==> config.mk <==
export PLATFORM = sky130hd
export DESIGN_NAME = register_bank
export DESIGN_NICKNAME = d
export VERILOG_FILES = /design/src/rtl/register_bank.sv
export SDC_FILE = /design/constraint.sdc
export NUM_CORES = 1
export LEC_CHECK = 0
export ABC_CLOCK_PERIOD_IN_PS = 2200
export BUFFER_PORTS_ARGS = -buffer_cell sky130_fd_sc_hd__buf_2
export CORE_ASPECT_RATIO = 0.75
export CORE_MARGIN = 4
export CORE_UTILIZATION = 50
export CTS_CLUSTER_DIAMETER = 100
export DETAILED_ROUTE_END_ITERATION = 6
export PLACE_DENSITY_LB_ADDON = 0.1
export SLEW_MARGIN = 25
export SYNTH_ARGS = -nofsm -noshare
export SYNTH_HDL_FRONTEND = slang
export SYNTH_SLANG_ARGS = --single-unit
==> constraint.sdc <==
create_clock -name clk -period 2.2 [get_ports clk]
set_clock_uncertainty 0.1 [all_clocks]
set_input_delay 0.22 -clock clk [delete_from_list [all_inputs] [get_ports clk]]
set_output_delay 0.22 -clock clk [all_outputs]
set_load 0.02 [all_outputs]
==> src/rtl/register_bank.sv <==
// Bank of NUM_REGS working registers with load/inc/dec/clr write port and combinational read.
// Define REGISTER_BANK_SATURATE_EN to clip inc/dec at the range limits instead of wrapping.
module register_bank #(
  parameter int unsigned WIDTH     = 8,
  parameter int unsigned NUM_REGS  = 4,
  parameter int unsigned ADDR_W    = 2,
  parameter int unsigned RESET_VAL = 0
) (
  input  logic              clk,
  input  logic              reset,
  input  logic              latch,
  input  logic              inc,
  input  logic              dec,
  input  logic              clr,
  input  logic [ADDR_W-1:0] wr_sel,
  input  logic [WIDTH-1:0]  data,
  input  logic [ADDR_W-1:0] rd_sel,
  output logic [WIDTH-1:0]  reg_out,
  output logic              zero,
  output logic              carry
);

  localparam logic [WIDTH-1:0] RST_V = WIDTH'(RESET_VAL);

  logic [WIDTH-1:0] regs [NUM_REGS];
  logic [WIDTH-1:0] cur;
  logic [WIDTH-1:0] nxt_val;
  logic             nxt_carry;
  logic             wr_hit;
  logic             wr_en;

  // Select loops keep out-of-range selects from indexing past the array.
  always_comb begin
    cur     = '0;
    wr_hit  = 1'b0;
    reg_out = '0;
    for (int unsigned i = 0; i < NUM_REGS; i++) begin
      if (wr_sel == ADDR_W'(i)) begin
        cur    = regs[i];
        wr_hit = 1'b1;
      end
      if (rd_sel == ADDR_W'(i)) begin
        reg_out = regs[i];
      end
    end
  end

  always_comb begin
    nxt_val   = cur;
    nxt_carry = 1'b0;
    wr_en     = 1'b0;
    if (wr_hit) begin
      if (clr) begin
        wr_en   = 1'b1;
        nxt_val = '0;
      end else if (latch) begin
        wr_en   = 1'b1;
        nxt_val = data;
      end else if (inc && !dec) begin
        wr_en = 1'b1;
        if (cur == '1) begin
          nxt_carry = 1'b1;
`ifdef REGISTER_BANK_SATURATE_EN
          nxt_val   = '1;
`else
          nxt_val   = '0;
`endif
        end else begin
          nxt_val = cur + WIDTH'(1);
        end
      end else if (dec && !inc) begin
        wr_en = 1'b1;
        if (cur == '0) begin
          nxt_carry = 1'b1;
`ifdef REGISTER_BANK_SATURATE_EN
          nxt_val   = '0;
`else
          nxt_val   = '1;
`endif
        end else begin
          nxt_val = cur - WIDTH'(1);
        end
      end
    end
  end

  always_ff @(posedge clk or negedge reset) begin
    if (!reset) begin
      for (int unsigned i = 0; i < NUM_REGS; i++) begin
        regs[i] <= RST_V;
      end
      carry <= 1'b0;
    end else begin
      carry <= nxt_carry;
      for (int unsigned i = 0; i < NUM_REGS; i++) begin
        if (wr_en && wr_sel == ADDR_W'(i)) begin
          regs[i] <= nxt_val;
        end
      end
    end
  end

  assign zero = (reg_out == '0);

endmodule
==> flow_summary.json <==
{
  "path_max_fanout": 5,
  "ys_seq_area_share_pct": 35.2,
  "hold_slack_ps": 189,
  "diodes": 0,
  "drive_gt1_share_pct": 55.4,
  "worstPathCellList": "mux4_2, buf_6, ha_4, nand3_1, nor2_1, o21ai_1, nor4b_4, mux2_4",
  "cts_buffers": 5,
  "start_util_pct": 52.2,
  "mostFrequentLayoutCells": "buf_4, dfrtp_1, buf_2, nor2_1, mux4_2",
  "powerDensity_mw_per_mm2": 783,
  "critPathCaptureType": "flip-flop",
  "track_usage_pct": 27.3,
  "layout_commonest_cell": "buf_4",
  "max_freq_mhz": 398,
  "final_max_slew_viol_count": 0,
  "dp.cells": 342,
  "cp.arrival_ps": 2650,
  "die_y_um": 67.3,
  "r2r_setup_slack_ps": -310,
  "cts_max_level": 2,
  "min_to": "regs[23]$_DFFE_PN0P_",
  "p_leak_nw": 1.53,
  "dp_hpwl_mm": 5.59,
  "cp.buffers_inverters": 1,
  "fin_crit_sh_pct": 114,
  "via_per_inst": 6.37,
  "synth.yosys.warnings": 0,
  "layout_setup_ws_ps": -312,
  "hold_violations": 0,
  "hold_depth": 3,
  "startpoint_type": "flip-flop",
  "critPathKind": "flip-flop to flip-flop",
  "reg2reg_from": "regs[0]$_DFFE_PN0P_",
  "drv_cap": 0,
  "syn_nets": 239,
  "clock_latency_ps": 300,
  "grt-ovfl-total": 0,
  "fin_nets": 329,
  "worstRegToRegCells": 8,
  "min_path_type": "primary input to flip-flop",
  "cts.clk_slew.worst_paths_ps": 80,
  "synthDistinctLibCells": 49,
  "async_reset_ff_share_pct": 100,
  "netlist_instances": 216,
  "ys.flop_type": "dfrtp_1",
  "drt_iter0_markers": 209,
  "cp_slowest_stage_delay_ps": 590,
  "first_pass_iters": 4,
  "worstReg2RegEnd": "regs[8]$_DFFE_PN0P_",
  "rsz0062_at_grt": "true",
  "cp.required_ps": 2340,
  "avgSynthCellArea_um2": 10.9,
  "syn_to_final_growth_pct": 44.8,
  "synth_edf_count": 0,
  "routed_wl_mm": 7.69,
  "power_w": 0.00266,
  "min_period_ps": 2510,
  "grt_max_degree": 34,
  "crit_path_top_delay_cell": "mux4_2",
  "wire_per_inst_um": 21.1,
  "ctsRootBufferMaster": "clkbuf_8",
  "drc": 0,
  "setup_violations": 33,
  "cpLargestDelayFamily": "multiplexers",
  "core-area_mm2": 0.00449,
  "cts_tree": "done",
  "violations": "negative setup slack",
  "tightest_slew_ps": 758,
  "grt_pass1_vias": 2306,
  "num_vias": 2317,
  "cts.sinks": 33,
  "status": "complete, but fails checks",
  "netlist_area_mm2": 0.00235,
  "ant_nets": 0,
  "ys_ff_latch": 33,
  "slew_headroom_pct": 49.5,
  "die_area_mm2": 0.00587,
  "antenna_found_initial": 0,
  "clock_path_buffers": 2,
  "fp.dieW_um": 87.1,
  "fin_cells": 364,
  "peakVddDrop_mv": 0.496,
  "hold_start": "data[7]",
  "place.gp.congestion": 0.951,
  "row_count": 21,
  "grt_pass1_wl_mm": 11.9,
  "port_buffers": 27,
  "num_io_pins": 28
}
report_power, final:
group,internal (W),total [W],switching [W]
clock,0.000368,0.000619,0.000251
sequential,0.000711,0.000807,0.0000960
combinational,0.000649,0.00124,0.000586
total,0.00173,0.00266,0.000933
per-layer routing:
layer	wire length [um]	vias to the layer above	global-route usage, %
met5	0	-	0
met4	133	0	7.28
met3	672	18	6.71
met2	3610	134	43.6
met1	3280	1140	37.7
li1	-	1025	-
sequential cells by signal, summed over array words and instances (netlist names):
| name | count |
|---|---|
| regs | 32 |
| carry | 1 |
layout make-up:
| class | instances | area, um2 |
|---|---|---|
| multi-input cells | 161 | 1640 |
| repair buffers | 96 | 699 |
| flip-flops and latches | 33 | 826 |
| fillers | 297 | 1090 |
| well taps | 57 | 71.3 |
| inverters | 9 | 38.8 |
| clock inverters | 2 | 37.5 |
| clock buffers | 6 | 82.6 |
worst max path at each step:
| stage | start | endpoint | slack (ps) | cells after the start |
|---|---|---|---|---|
| floorplan | rd_sel[1] | zero | -10 | 4 |
| global placement | wr_sel[0] | regs[19]$_DFFE_PN0P_ | -280 | 11 |
| detailed placement | wr_sel[0] | regs[8]$_DFFE_PN0P_ | -330 | 8 |
| CTS | regs[0]$_DFFE_PN0P_ | regs[8]$_DFFE_PN0P_ | -290 | 10 |
| global route | regs[0]$_DFFE_PN0P_ | regs[8]$_DFFE_PN0P_ | -380 | 10 |
| finish | regs[0]$_DFFE_PN0P_ | regs[8]$_DFFE_PN0P_ | -310 | 8 |
timing repair:
item,4_1_cts,5_1_grt
pin swaps,16,11
hold buffers,1,0
setup buffers,6,10
resized for setup,39,17
setup endpoints to repair,33,34
endpoints found under the hold margin,33,0
tightest hold or removal path: stages:
cell and delay (ps):
buf_2 90, nand2_1 130, a31oi_1 100
synth_stat cells (4+ instances only):
master,instances,share of area (%)
dfrtp_1,33,35
nor2_1,21,3.4
mux2_2,15,7.2
mux4_2,15,14
nand2_1,12,1.9
a31oi_1,9,2.4
inv_1,9,1.4
a22o_1,8,3.0
nand3_1,7,1.5
a32o_1,6,2.6
a21oi_1,5,1.1
ha_1,5,2.7
o21ai_0,5,1.1
clkbuf_1,4,0.64
nor2b_1,4,1.1
nor3_1,4,0.85
per-stage QoR:
stage / cell area [um2] / worst slack [ps] / TNS, ps / utilization, %
2_1_floorplan: 2400 / -13.2 / -13.2 / -
3_3_place_gp: 2940 / -277 / -7150 / 65.4
3_5_place_dp: 2940 / -332 / -8150 / 65.4
4_1_cts: 3250 / -291 / -6670 / 72.3
5_1_grt: 3400 / -377 / -9680 / 75.6
6_report: 3400 / -312 / -7490 / 75.6
cell families (layout without fill, tap and decap cells):
logic type | Yosys count | in the layout | share of synthesized area (%)
AND/OR/NAND/NOR | 67 | 67 | 15.8
AO/OA/AOI/OAI | 50 | 50 | 16.0
multiplexers | 34 | 34 | 24.0
flip-flops | 33 | 33 | 35.2
buffers and inverters | 22 | 113 | 4.48
adder cells (fa/ha/maj) | 5 | 5 | 2.67
XOR/XNOR | 5 | 5 | 1.87
(Power assumes the default switching activity.)
